[config.mk]
export PLATFORM = sky130hd
export DESIGN_NAME = fifo_rd_packer_flat
export DESIGN_NICKNAME = d
export VERILOG_FILES = /design/src/rtl/fifo_rd_packer_if.sv /design/src/rtl/fifo_rd_packer.sv /design/src/flat_wrapper.sv
export SDC_FILE = /design/constraint.sdc
export NUM_CORES = 1
export LEC_CHECK = 0
export BUFFER_PORTS_ARGS = -buffer_cell sky130_fd_sc_hd__buf_2
export CAP_MARGIN = 20
export CELL_PAD_IN_SITES_DETAIL_PLACEMENT = 1
export CELL_PAD_IN_SITES_GLOBAL_PLACEMENT = 2
export CORE_ASPECT_RATIO = 0.9
export CORE_UTILIZATION = 33
export DETAILED_ROUTE_END_ITERATION = 10
export PLACE_DENSITY_LB_ADDON = 0.15
export SLEW_MARGIN = 0
export SYNTH_ARGS = -nofsm -noshare
export SYNTH_HDL_FRONTEND = slang
export SYNTH_SLANG_ARGS = --single-unit
[constraint.sdc]
create_clock -name rdclk -period 1.8 [get_ports rdclk]
set_input_delay 0.36 -clock rdclk [delete_from_list [all_inputs] [get_ports rdclk]]
set_output_delay 0.36 -clock rdclk [all_outputs]
set_load 0.02 [all_outputs]
[src/rtl/fifo_rd_packer_if.sv]
// ============================================================================
// Module      : fifo_rd_packer_if
// Description : FIFO read port plus packed-word stream for fifo_rd_packer.
// Revision    : 1.0 - initial release
// ============================================================================
`default_nettype none

interface fifo_rd_packer_if #(
    parameter int WORD_BYTES = 2
);
    logic                    empty;
    logic                    rdreq;
    logic [7:0]              fifo_data;
    logic [8*WORD_BYTES-1:0] out_data;
    logic [WORD_BYTES-1:0]   out_keep;
    logic                    out_valid;
    logic                    out_ready;
    logic                    flush;
    logic                    busy;

    modport master (
        input  empty, fifo_data, out_ready, flush,
        output rdreq, out_data, out_keep, out_valid, busy
    );

    modport slave (
        output empty, fifo_data, out_ready, flush,
        input  rdreq, out_data, out_keep, out_valid, busy
    );
endinterface

`default_nettype wire

[src/rtl/fifo_rd_packer.sv]
// ============================================================================
// Module      : fifo_rd_packer
// Description : Pops bytes from a FIFO read port and packs them little-endian
//               into keep-masked words on a valid/ready stream, with flush.
// Revision    : 1.0 - initial release
// ============================================================================
`default_nettype none

module fifo_rd_packer #(
    parameter int WORD_BYTES = 2,
    parameter int CNT_W      = 16
) (
    input  wire logic            rdclk,
    input  wire logic            rst,
    fifo_rd_packer_if.master     bus,
    output logic [CNT_W-1:0]     word_count
);

    localparam int              CW     = $clog2(WORD_BYTES + 1);
    localparam logic [CW-1:0]   C_FULL = CW'(WORD_BYTES);

    typedef enum logic [0:0] {
        S_FILL  = 1'b0,
        S_DRAIN = 1'b1
    } state_t;

    state_t                  r_state;
    logic [CW-1:0]           r_cnt;
    logic                    r_pend;
    logic [8*WORD_BYTES-1:0] r_acc;
    logic [8*WORD_BYTES-1:0] r_out_data;
    logic [WORD_BYTES-1:0]   r_out_keep;
    logic                    r_out_valid;
    logic [CNT_W-1:0]        r_word_count;

    logic                    w_flushing;
    logic                    w_slot_free;
    logic                    w_load_full;
    logic                    w_load_part;
    logic                    w_load;
    logic                    w_below;
    logic                    w_rdreq;
    logic                    w_accept;
    logic [WORD_BYTES-1:0]   w_mask;
    logic [8*WORD_BYTES-1:0] w_word;

    assign w_flushing  = (r_state == S_DRAIN);
    assign w_slot_free = !r_out_valid || bus.out_ready;
    assign w_load_full = (r_cnt == C_FULL) && w_slot_free;
    // A partial word may only leave once no byte is still in flight.
    assign w_load_part = w_flushing && !r_pend && (r_cnt != '0) &&
                         (r_cnt != C_FULL) && w_slot_free;
    assign w_load      = w_load_full || w_load_part;
    assign w_below     = ({1'b0, r_cnt} + {{CW{1'b0}}, r_pend}) < {1'b0, C_FULL};
    assign w_rdreq     = !rst && !bus.empty && !w_flushing && (w_below || w_load_full);
    assign w_accept    = r_out_valid && bus.out_ready;

    always_comb begin
        w_mask = '1;
        w_word = '0;
        for (int i = 0; i < WORD_BYTES; i++) begin
            if (w_load_part) begin
                w_mask[i] = (CW'(i) < r_cnt);
            end
            w_word[8*i +: 8] = w_mask[i] ? r_acc[8*i +: 8] : 8'h00;
        end
    end

    always_ff @(posedge rdclk or posedge rst) begin
        if (rst) begin
            r_state      <= S_FILL;
            r_cnt        <= '0;
            r_pend       <= 1'b0;
            r_acc        <= '0;
            r_out_data   <= '0;
            r_out_keep   <= '0;
            r_out_valid  <= 1'b0;
            r_word_count <= '0;
        end else begin
            r_pend <= w_rdreq;

            // Incoming byte lands in lane 0 when the accumulator empties this cycle.
            if (r_pend) begin
                for (int i = 0; i < WORD_BYTES; i++) begin
                    if (CW'(i) == (w_load ? '0 : r_cnt)) begin
                        r_acc[8*i +: 8] <= bus.fifo_data;
                    end
                end
                r_cnt <= w_load ? CW'(1) : r_cnt + CW'(1);
            end else if (w_load) begin
                r_cnt <= '0;
            end

            if (w_load) begin
                r_out_data  <= w_word;
                r_out_keep  <= w_mask;
                r_out_valid <= 1'b1;
            end else if (w_accept) begin
                r_out_valid <= 1'b0;
            end

            if (w_accept) begin
                r_word_count <= r_word_count + CNT_W'(1);
            end

            case (r_state)
                S_FILL: begin
                    if (bus.flush) begin
                        r_state <= S_DRAIN;
                    end
                end
                S_DRAIN: begin
                    if (!r_pend && ((r_cnt == '0) || w_load_part)) begin
                        r_state <= S_FILL;
                    end
                end
                default: r_state <= S_FILL;
            endcase
        end
    end

    assign bus.rdreq     = w_rdreq;
    assign bus.out_data  = r_out_data;
    assign bus.out_keep  = r_out_keep;
    assign bus.out_valid = r_out_valid;
    assign bus.busy      = (r_cnt != '0) || r_pend || r_out_valid || w_flushing;
    assign word_count    = r_word_count;

endmodule

`default_nettype wire

[src/flat_wrapper.sv]
// flat-port wrapper written by rule: the top's interface ports become plain ports
module fifo_rd_packer_flat 
#(
    parameter int WORD_BYTES = 2,
    parameter int CNT_W      = 16
)
  (rdclk, rst, word_count, bus_empty, bus_fifo_data, bus_out_ready, bus_flush, bus_rdreq, bus_out_data, bus_out_keep, bus_out_valid, bus_busy);
  fifo_rd_packer_if #(.WORD_BYTES(WORD_BYTES)) bus_i ();
  input  wire logic rdclk;
  input  wire logic rst;
  output logic [CNT_W-1:0] word_count;
  input wire logic [$bits(bus_i.empty)-1:0] bus_empty;
  input wire logic [$bits(bus_i.fifo_data)-1:0] bus_fifo_data;
  input wire logic [$bits(bus_i.out_ready)-1:0] bus_out_ready;
  input wire logic [$bits(bus_i.flush)-1:0] bus_flush;
  output wire logic [$bits(bus_i.rdreq)-1:0] bus_rdreq;
  output wire logic [$bits(bus_i.out_data)-1:0] bus_out_data;
  output wire logic [$bits(bus_i.out_keep)-1:0] bus_out_keep;
  output wire logic [$bits(bus_i.out_valid)-1:0] bus_out_valid;
  output wire logic [$bits(bus_i.busy)-1:0] bus_busy;
  assign bus_i.empty = bus_empty;
  assign bus_i.fifo_data = bus_fifo_data;
  assign bus_i.out_ready = bus_out_ready;
  assign bus_i.flush = bus_flush;
  assign bus_rdreq = bus_i.rdreq;
  assign bus_out_data = bus_i.out_data;
  assign bus_out_keep = bus_i.out_keep;
  assign bus_out_valid = bus_i.out_valid;
  assign bus_busy = bus_i.busy;
  fifo_rd_packer #(.WORD_BYTES(WORD_BYTES), .CNT_W(CNT_W)) u_core (.rdclk(rdclk), .rst(rst), .bus(bus_i), .word_count(word_count));
endmodule
==> reports/qor.txt, run 1 <==
run status -> finished, violations left
violated checks -> setup timing
worst path arrival time -> 1.53 ns
commonest cells in the synthesized netlist -> sky130_fd_sc_hd__dfrtp_1 (55), sky130_fd_sc_hd__mux2_2 (18), sky130_fd_sc_hd__xnor2_1 (12), sky130_fd_sc_hd__a22o_1 (8), sky130_fd_sc_hd__nand2_1 (8)
Buffers & Inverters on Critical Path -> 2
antenna violation net count after detailed routing -> 0
number of I/O port buffers -> 49
Final Instance Area -> 2990 sq um
Die ar. -> 7240 sq um
die width -> 89.6 um
leakage power -> 1.50 nW
number of optimization iterations in the first detailed-route pass -> 4
DRC violation count after routing -> 0
final-stage net count -> 252
count of pins on the block boundary -> 50
number of global-route vias before repair -> 1679
RSZ-0062 raised after global routing -> yes
Primary FF master, synth -> sky130_fd_sc_hd__dfrtp_1
number of max-slew violations in the final report -> 0
number of H-tree levels -> 2
largest cells by area after synthesis -> sky130_fd_sc_hd__dfrtp_1 (60%), sky130_fd_sc_hd__mux2_2 (8.9%), sky130_fd_sc_hd__mux2_4 (4.6%)
Design Power -> 4.93 mW
post-synth cell types -> 32
number of max-cap violations -> 0
mean cell area of the mapped netlist -> 14.0 sq um
post-synthesis mux area share -> 13.9%
layout cell share with drive strength beyond 1 -> 48.9%
crit share post-route -> 105%
count of inserted antenna diode cells -> 0
TritonCTS clock tree -> done
relative max-transition margin -> 71.2%
Cell Area, Synth -> 2280 sq um
initial antenna violation count -> 0
complex-gate fraction of the synthesized area -> 4.94%
Fin Clk Skew -> 0.00599 ns
XOR/XNOR Fraction of Synth Area -> 6.15%
Fin. Hold Viols -> 0
dominant cell by count in the synthesized netlist -> sky130_fd_sc_hd__dfrtp_1
TritonCTS Sinks -> 55
largest voltage drop on the vdd net -> 0.682 mV
EDFF count, synth -> 0
total setup violations reported at the end of the flow -> 21
library cell contributing the largest single delay on the critical path -> sky130_fd_sc_hd__or4b_4
post-synthesis sequential area ratio -> 60.4%
GRT Residual Overflow -> 0
global-route wire length before repair -> 8570 um
share of synthesized cell area in full adder, half adder and majority cells -> 1.65%
Yosys top cell area share -> 60.4%
Clock Tree Root -> sky130_fd_sc_hd__clkbuf_8
clock transition at the registers of the reported paths -> 0.09 ns
actual transition at the worst max-transition pin -> 0.431 ns
total global-route track usage -> 16.0%
Final WS setup -> -0.0946 ns
largest net degree at the start of global routing -> 38
starting density of the core -> 34.4%
family with the most delay on the worst path -> simple AND/OR/NAND/NOR gates
CTS Hold Bufs -> 0
worst-path fanout max -> 3
maximum operating frequency -> 528 MHz
via count -> 1499
number of standard cells after synthesis -> 163
final RePlAce weighted congestion -> 0.703
ratio of routed vias to standard cells -> 4.58
Placeable Area -> 6620 sq um
Min Hold Slack -> 0.0611 ns
slowest stage delay, CP -> 0.46 ns
critical path class -> register to output pin
number of synthesis warnings -> 0
number of register bits inferred by synthesis -> 55
simple-gate area share of the yosys netlist -> 10.4%
final routed wire length divided by cell count -> 15.8 um
path class of the lowest-slack min-delay path -> primary input to asynchronous set/reset pin
Post-Place Cell Area -> 2760 sq um
syn_nets -> 179
number of buffers added by the clock tree synthesis step -> 5
ys async rst share -> 100%
dominant combinational cell family by area after synthesis -> multiplexers
chip height -> 80.9 um
startpoint types -> register
type of element capturing the critical path -> output pin
post-detail-place hpwl -> 3680 um
area growth from synthesis to final layout -> 31.2%
total power density per cell area -> 1650 nW/um^2
cell-by-cell listing of the critical path -> inv_2 > ha_4 > or4b_4 > buf_6
total detailed-routing wirelength -> 5180 um
number of standard-cell rows in the floorplan -> 28
largest area contributor in the synthesized netlist -> sky130_fd_sc_hd__dfrtp_1
clock latency at the later pin of the worst-skew pair -> 0.31 ns
Longest Clk Path Bufs -> 2
initial DRC count -> 34
required arrival time at the worst endpoint -> 1.44 ns
min Tclk post-route -> 1.89 ns
-- worst register-to-register path, delay by kind of cell, from the launching register on --
family | cells | cell delay, ns
flip-flops | 1 | 0.37
AND/OR/NAND/NOR | 2 | 0.57
multiplexers | 1 | 0.33
adder cells (fa/ha/maj) | 1 | 0.16
AO/OA/AOI/OAI | 1 | 0.26
buffers and inverters | 1 | 0.06
-- cell usage in the layout (no fill, tap or decap), types with 2 or more instances in the layout --
master | synthesis | routed
sky130_fd_sc_hd__buf_6 | 2 | 2
sky130_fd_sc_hd__nor2b_1 | 2 | 2
sky130_fd_sc_hd__mux2_2 | 18 | 10
sky130_fd_sc_hd__clkbuf_8 | 0 | 6
sky130_fd_sc_hd__buf_2 | 1 | 47
sky130_fd_sc_hd__buf_4 | 0 | 18
sky130_fd_sc_hd__inv_2 | 0 | 3
sky130_fd_sc_hd__nand2_1 | 8 | 8
sky130_fd_sc_hd__mux2_4 | 7 | 15
sky130_fd_sc_hd__dfrtp_1 | 55 | 55
sky130_fd_sc_hd__ha_4 | 0 | 2
sky130_fd_sc_hd__nor2_1 | 4 | 4
sky130_fd_sc_hd__a22o_1 | 8 | 8
sky130_fd_sc_hd__inv_1 | 7 | 4
sky130_fd_sc_hd__nand3_1 | 4 | 4
sky130_fd_sc_hd__a21oi_2 | 0 | 2
sky130_fd_sc_hd__buf_12 | 0 | 3
sky130_fd_sc_hd__xor2_1 | 4 | 4
sky130_fd_sc_hd__xnor2_1 | 12 | 12
sky130_fd_sc_hd__nand4_1 | 4 | 4
sky130_fd_sc_hd__nand2b_1 | 2 | 2
sky130_fd_sc_hd__nor3_1 | 3 | 3
sky130_fd_sc_hd__and3_1 | 3 | 3
-- layer usage --
layer  global-route usage (%)  wire length, um  part of all wire [%]
met2                     26.3             2580                    50
met1                     21.5             2350                    45
met4                     3.81               35                  0.68
met3                     3.46              217                   4.2
met5                        0                0                     0
-- area by class of cell --
cell class / instances / area (sq um)
sequential: 55 / 1380
inverter: 7 / 26.3
clock buffer: 7 / 86.3
multi-input combinational: 97 / 927
fill: 691 / 3630
clock inverter: 1 / 8.76
timing repair buffer: 70 / 453
tap: 90 / 113
-- path summary, 6_finish.rpt --
check | from | to | slack [ns] | cells after the start
worst max-delay path | u_core.r_cnt[1] | bus_busy | -0.09 | 4
worst min-delay path | rst | u_core.bus.out_valid | 0.06 | 2
worst max register to register | u_core.r_cnt[0] | u_core.r_acc[9] | -0.06 | 6
worst min register to register | u_core.bus.out_keep[0] | u_core.bus.out_keep[0] | 0.47 | 1
max in group asynchronous | rst | u_core.bus.out_data[11] | 1.21 | 3
min in group rdclk | bus_fifo_data[6] | u_core.r_acc[14] | 0.30 | 2
-- flip-flops by register name, indices dropped and copies added (netlist names) --
signal                cells
u_core.bus.out_valid      1
u_core.word_count        16
u_core.bus.out_data      16
u_core.r_acc             16
u_core.bus.out_keep       2
u_core.r_state            1
u_core.r_pend             1
u_core.r_cnt              2
-- metrics by stage --
| stage | util, % | worst slack [ns] | setup TNS (ns) | cells |
|---|---|---|---|---|
| after CTS | 44.8 | -0.123 | -1.05 | 325 |
| after global routing | 45.2 | -0.146 | -2.32 | 327 |
| final | 45.2 | -0.0946 | -0.639 | 327 |
| after global placement | 41.7 | 0.0199 | 0 | 311 |
| after detailed placement | 41.7 | -0.0470 | -0.283 | 311 |
| after floorplan | - | -0.0350 | -0.380 | 163 |
-- where the power goes --
| part | internal [mW] | switching [mW] | total [mW] |
|---|---|---|---|
| Combinational | 1.16 | 1.05 | 2.21 |
| Clock | 0.317 | 0.404 | 0.721 |
| Sequential | 1.69 | 0.299 | 1.99 |
-- timing repair --
action,CTS,global route
resized for setup,16,1
gates cloned,0,0
setup buffers,6,2
endpoints found under the setup margin,18,26
pin swaps,6,9
-- cell families after synthesis --
family	count (synthesis)
AO/OA/AOI/OAI	14
multiplexers	26
XOR/XNOR	16
buffers and inverters	11
adder cells (fa/ha/maj)	3
flip-flops	55
AND/OR/NAND/NOR	38
Note: power is estimated with default switching activity, not from simulation.
==> inputs of run 2 (changes only) <==
--- a/config.mk
+++ b/config.mk
@@ -10,9 +10,9 @@
 export CELL_PAD_IN_SITES_DETAIL_PLACEMENT = 1
 export CELL_PAD_IN_SITES_GLOBAL_PLACEMENT = 2
 export CORE_ASPECT_RATIO = 0.9
-export CORE_UTILIZATION = 33
+export CORE_UTILIZATION = 39
 export DETAILED_ROUTE_END_ITERATION = 10
-export PLACE_DENSITY_LB_ADDON = 0.15
+export PLACE_DENSITY_LB_ADDON = 0.1
 export SLEW_MARGIN = 0
 export SYNTH_ARGS = -nofsm -noshare
 export SYNTH_HDL_FRONTEND = slang
==> constraint.sdc (replaced) <==
create_clock -name rdclk -period 2.27 [get_ports rdclk]
set_input_delay 0.454 -clock rdclk [delete_from_list [all_inputs] [get_ports rdclk]]
set_output_delay 0.454 -clock rdclk [all_outputs]
set_load 0.02 [all_outputs]
==> run 2 against run 1 <==
Effect of this change:
- the flow now finishes without violations
- wire length fell by 10%
- largest cell class unchanged
- highest routed layer unchanged
- setup slack improved by 0.13 ns
- sequential share of layout area increased by 4.2 points
- power down 28%
- global-route usage grew 0.73 points
- non-clock buffer count fell by 14
==> reports/qor.txt, run 2 (synthesis gave the netlist of run 1 again) <==
Placeable Area -> 5660 sq um
Fin Clk Skew -> 0.00760 ns
Final Instance Area -> 2740 sq um
dpl ws -> 0.127 ns
layout cell share with drive strength beyond 1 -> 43.5%
total detailed-routing wirelength -> 4640 um
Die ar. -> 6160 sq um
relative max-transition margin -> 63.6%
commonest cells after routing, fill and taps aside -> sky130_fd_sc_hd__dfrtp_1 (55), sky130_fd_sc_hd__buf_2 (49), sky130_fd_sc_hd__mux2_2 (18)
Longest Clk Path Bufs -> 2
clock latency at the later pin of the worst-skew pair -> 0.30 ns
Reg2Reg Capture Point -> u_core.bus.out_data[13]
path class of the lowest-slack min-delay path -> primary input to asynchronous set/reset pin
final RePlAce weighted congestion -> 0.699
number of global-route vias before repair -> 1547
die width -> 82.6 um
startpoint types -> register
final routed wire length divided by cell count -> 15.8 um
antenna violation net count after detailed routing -> 0
final-stage net count -> 238
required arrival time at the worst endpoint -> 1.82 ns
initial antenna violation count -> 0
post-detail-place hpwl -> 3360 um
number of standard-cell rows in the floorplan -> 26
leakage power -> 1.36 nW
final core utilization -> 48.4%
cell depth of the worst flop-to-flop path -> 7
leading cell type in the layout, fill and taps excluded -> sky130_fd_sc_hd__dfrtp_1
chip height -> 74.5 um
DRC violation count after routing -> 0
run status -> complete, no violations
CTS Hold Bufs -> 0
initial DRC count -> 47
number of optimization iterations in the first detailed-route pass -> 4
TritonCTS Sinks -> 55
critical path class -> register to output pin
type of element capturing the critical path -> output pin
worst-path fanout max -> 3
actual transition at the worst max-transition pin -> 0.542 ns
count of inserted antenna diode cells -> 0
Final WS setup -> 0.0398 ns
Clock Tree Root -> sky130_fd_sc_hd__clkbuf_8
Fin. Hold Viols -> 0
source of the worst register-to-register timing path -> u_core.r_cnt[1]
maximum operating frequency -> 448 MHz
layout filler cell count -> 622
starting density of the core -> 40.3%
via count -> 1467
total setup violations reported at the end of the flow -> 0
number of I/O port buffers -> 49
min Tclk post-route -> 2.23 ns
GRT Residual Overflow -> 0
largest net degree at the start of global routing -> 35
total global-route track usage -> 16.7%
crit share post-route -> 98.2%
RSZ-0062 raised after global routing -> yes
area growth from synthesis to final layout -> 20.1%
TritonCTS clock tree -> done
largest voltage drop on the vdd net -> 0.725 mV
number of max-cap violations -> 0
number of H-tree levels -> 2
clock transition at the registers of the reported paths -> 0.09 ns
number of max-slew violations in the final report -> 0
total power density per cell area -> 1290 nW/um^2
global-route wire length before repair -> 7520 um
worst path arrival time -> 1.78 ns
number of buffers added by the clock tree synthesis step -> 5
count of pins on the block boundary -> 50
Post-Place Cell Area -> 2620 sq um
ratio of routed vias to standard cells -> 5.01
reg2reg setup slack -> 0.24 ns
[run 2: cell types whose count changed in the layout (fill, tap and decap cells not counted), moves of 2 or more]
cell | previous run | this run
sky130_fd_sc_hd__buf_2 | 47 | 49
sky130_fd_sc_hd__ha_4 | 2 | 0
sky130_fd_sc_hd__buf_4 | 18 | 6
sky130_fd_sc_hd__a21oi_1 | 1 | 3
sky130_fd_sc_hd__buf_6 | 2 | 0
sky130_fd_sc_hd__mux2_4 | 15 | 7
sky130_fd_sc_hd__a21oi_2 | 2 | 0
sky130_fd_sc_hd__mux2_2 | 10 | 18
sky130_fd_sc_hd__ha_1 | 1 | 3
sky130_fd_sc_hd__buf_12 | 3 | 1
[run 2: stage by stage]
| step | setup TNS, ns | hold WS [ns] | total power, mW | instances |
|---|---|---|---|---|
| 4_1_cts | 0 | 0.186 | 3.58 | 293 |
| 3_3_place_gp | 0 | 0.457 | 2.95 | 282 |
| 5_1_grt | -0.0274 | 0.199 | 3.78 | 293 |
| 3_5_place_dp | 0 | 0.454 | 3.02 | 282 |
| 6_report | 0 | 0.185 | 3.53 | 293 |
| 2_1_floorplan | 0 | 0.460 | 2.61 | 163 |
[run 2: routing by layer]
layer  vias up  GRT usage, %  routed length (um)
met3         2          4.17                 209
met1       744          20.9                2010
met5         -             0                   0
li1        689             -                   -
met4         0          3.45                  18
met2        32          29.4                2410
[run 2: final cells by class]
type	count	area, sq um	share of cell area (%)
well taps	70	87.6	3.20
repair buffers	56	310	11.3
clock buffers	6	72.6	2.65
clock inverters	2	12.5	0.457
flip-flops and latches	55	1380	50.3
inverters	7	26.3	0.960
multi-input cells	97	852	31.1
[run 2: critical path: stages (launching register included)]
cell and delay, ns:
sky130_fd_sc_hd__dfrtp_1 0.39, sky130_fd_sc_hd__inv_1 0.12, sky130_fd_sc_hd__ha_1 0.20, sky130_fd_sc_hd__or4b_2 0.58, sky130_fd_sc_hd__buf_2 0.18
[run 2: report_power, final]
group | total [mW] | internal, mW | leakage, nW | switching, mW
sequential | 1.59 | 1.34 | 0.694 | 0.247
combinational | 1.42 | 0.687 | 0.630 | 0.734
clock | 0.516 | 0.216 | 0.0412 | 0.300
[run 2: how the worst max path moves through the flow]
stage	endpoint	cells past startpoint	from
2_1_floorplan	bus_rdreq	4	u_core.r_cnt[0]
4_1_cts	bus_busy	4	u_core.r_cnt[0]
6_report	bus_busy	4	u_core.r_cnt[0]
3_5_place_dp	u_core.bus.out_data[13]	7	u_core.r_cnt[1]
3_3_place_gp	u_core.bus.out_data[15]	7	u_core.r_cnt[1]
5_1_grt	bus_busy	4	u_core.r_cnt[0]
[run 2: repair_timing]
| action | in CTS | in global routing |
|---|---|---|
| setup buffers | 3 | 0 |
| setup endpoints to repair | 1 | 2 |
| cloned | 0 | 0 |
| gates resized for setup | 1 | 1 |
==> inputs of run 3 (changes only) <==
--- a/config.mk
+++ b/config.mk
@@ -10,8 +10,10 @@
 export CELL_PAD_IN_SITES_DETAIL_PLACEMENT = 1
 export CELL_PAD_IN_SITES_GLOBAL_PLACEMENT = 2
 export CORE_ASPECT_RATIO = 0.9
-export CORE_UTILIZATION = 39
+export CORE_UTILIZATION = 41
+export CTS_BUF_LIST = sky130_fd_sc_hd__clkbuf_8
 export DETAILED_ROUTE_END_ITERATION = 10
+export GPL_ROUTABILITY_DRIVEN = 0
 export PLACE_DENSITY_LB_ADDON = 0.1
 export SLEW_MARGIN = 0
 export SYNTH_ARGS = -nofsm -noshare
==> run 3 against run 2 <==
Effect of this change:
- combinational power about the same
- clock skew is 0.0038 ns higher
- critical endpoint unchanged
- critical path depth is the same
- die area decreased by 4.8%
- sequential power is essentially flat
- count of clock-buffer cells in the layout stayed put
- setup slack gained 0.031 ns
- global-route usage rose by 2.0 points
- via count shrank 0.82%
- maximum frequency is 1.4% higher
- wire length is 3.2% higher
- largest power group unchanged
- non-clock buffer count did not move
==> reports/qor.txt, run 3 (synthesis gave the netlist of run 1 again) <==
run status -> complete, no violations
worst-path fanout max -> 3
commonest cells after routing, fill and taps aside -> sky130_fd_sc_hd__dfrtp_1 (55), sky130_fd_sc_hd__buf_2 (49), sky130_fd_sc_hd__mux2_2 (18)
maximum operating frequency -> 455 MHz
total power density per cell area -> 1310 nW/um^2
via count -> 1455
ratio of routed vias to standard cells -> 5.03
initial DRC count -> 46
number of H-tree levels -> 2
count of inserted antenna diode cells -> 0
area used by multi-input combinational logic -> 855 sq um
clock transition at the registers of the reported paths -> 0.09 ns
number of max-cap violations -> 0
number of global-route vias before repair -> 1597
number of optimization iterations in the first detailed-route pass -> 4
Fin Clk Skew -> 0.0114 ns
die width -> 80.6 um
leading cell type in the layout, fill and taps excluded -> sky130_fd_sc_hd__dfrtp_1
crit share post-route -> 96.9%
total detailed-routing wirelength -> 4790 um
post-detail-place hpwl -> 3400 um
largest net degree at the start of global routing -> 30
number of max-slew violations in the final report -> 0
clock latency at the later pin of the worst-skew pair -> 0.30 ns
number of standard-cell rows in the floorplan -> 25
Fin. Hold Viols -> 0
layout filler cell count -> 554
number of buffers added by the clock tree synthesis step -> 5
worst path arrival time -> 1.74 ns
actual transition at the worst max-transition pin -> 0.618 ns
CTS Hold Bufs -> 0
final routed wire length divided by cell count -> 16.6 um
min Tclk post-route -> 2.20 ns
total setup violations reported at the end of the flow -> 0
path class of the lowest-slack min-delay path -> primary input to asynchronous set/reset pin
required arrival time at the worst endpoint -> 1.82 ns
DRC violation count after routing -> 0
GRT Residual Overflow -> 0
total global-route track usage -> 18.7%
area growth from synthesis to final layout -> 20.1%
global-route wire length before repair -> 8160 um
antenna violation net count after detailed routing -> 0
Final Instance Area -> 2740 sq um
startpoint types -> register
Die ar. -> 5860 sq um
layout cell share with drive strength beyond 1 -> 44.6%
final-stage net count -> 238
initial antenna violation count -> 0
library cell contributing the largest single delay on the critical path -> sky130_fd_sc_hd__or4b_2
sum of negative setup slack -> 0 ns
chip height -> 72.7 um
family with the most delay on the worst path -> simple AND/OR/NAND/NOR gates
Clock Tree Root -> sky130_fd_sc_hd__clkbuf_8
TritonCTS clock tree -> done
area taken by flip-flops and latches -> 1380 sq um
number of I/O port buffers -> 49
type of element capturing the critical path -> output pin
relative max-transition margin -> 58.5%
count of pins on the block boundary -> 50
Post-Place Cell Area -> 2620 sq um
critical path class -> register to output pin
largest voltage drop on the vdd net -> 0.600 mV
TritonCTS Sinks -> 55
cell-by-cell listing of the critical path -> inv_2 > ha_2 > or4b_2 > buf_2
Placeable Area -> 5320 sq um
leakage power -> 1.37 nW
starting density of the core -> 42.9%
RSZ-0062 raised after global routing -> no
Longest Clk Path Bufs -> 2
slowest stage delay, CP -> 0.58 ns
reg2reg setup slack -> 0.29 ns
Buffers & Inverters on Critical Path -> 2
run 3: cell count changes in the layout (fill, tap and decap cells not counted), sizes merged:
| cell | previous run | this run |
|---|---|---|
| clkinvlp | 1 | 0 |
run 3: worst reg2reg max path, delay by kind of cell (launching register included):
| kind | cells | cell delay [ns] |
|---|---|---|
| AO/OA/AOI/OAI | 1 | 0.31 |
| multiplexers | 1 | 0.36 |
| flip-flops | 1 | 0.37 |
| AND/OR/NAND/NOR | 2 | 0.58 |
| buffers and inverters | 1 | 0.07 |
| adder cells (fa/ha/maj) | 1 | 0.18 |
run 3: layout make-up:
type | count | share of cell area, %
Sequential cell | 55 | 50.3
Tap cell | 67 | 3.06
Inverter | 7 | 0.959
Multi-Input combinational cell | 97 | 31.2
Clock inverter | 1 | 0.183
Clock buffer | 6 | 3.02
Timing Repair Buffer | 56 | 11.3
run 3: what timing repair did:
action,CTS,global route
setup endpoints to repair,1,2
gates resized for setup,1,3
pin swaps,0,0
buffers inserted,3,0
run 3: metrics by stage:
stage	util (%)	total power, mW	std cells	hold slack [ns]	worst slack, ns
after global placement	49.3	2.96	279	0.459	0.195
after CTS	51.3	3.62	289	0.223	0.0486
after floorplan	-	2.61	163	0.460	0.315
after detailed placement	49.3	3.04	279	0.457	0.105
after global routing	51.5	3.82	289	0.251	0.00157
final	51.5	3.59	289	0.214	0.0710
run 3: worst paths after layout:
kind,startpoint,end,cells after the start
worst max-delay path,u_core.r_cnt[1],bus_busy,4
worst min-delay path,rst,u_core.r_pend,2
worst max register to register,u_core.r_cnt[1],u_core.r_acc[8],6
worst min register to register,u_core.word_count[15],u_core.word_count[15],1
max in group asynchronous,rst,u_core.bus.out_data[5],3
min in group rdclk,bus_empty,u_core.r_pend,2
run 3: layer usage:
layer / global-route usage [%] / part of all wire (%)
met1: 25.2 / 46
met2: 30.5 / 48
met3: 4.00 / 4.4
met4: 5.36 / 1.0
met5: 0 / 0
run 3: report_power, final:
part | switching [mW] | internal, mW | total (mW)
Combinational | 0.754 | 0.695 | 1.45
Clock | 0.303 | 0.240 | 0.543
Sequential | 0.250 | 1.34 | 1.59
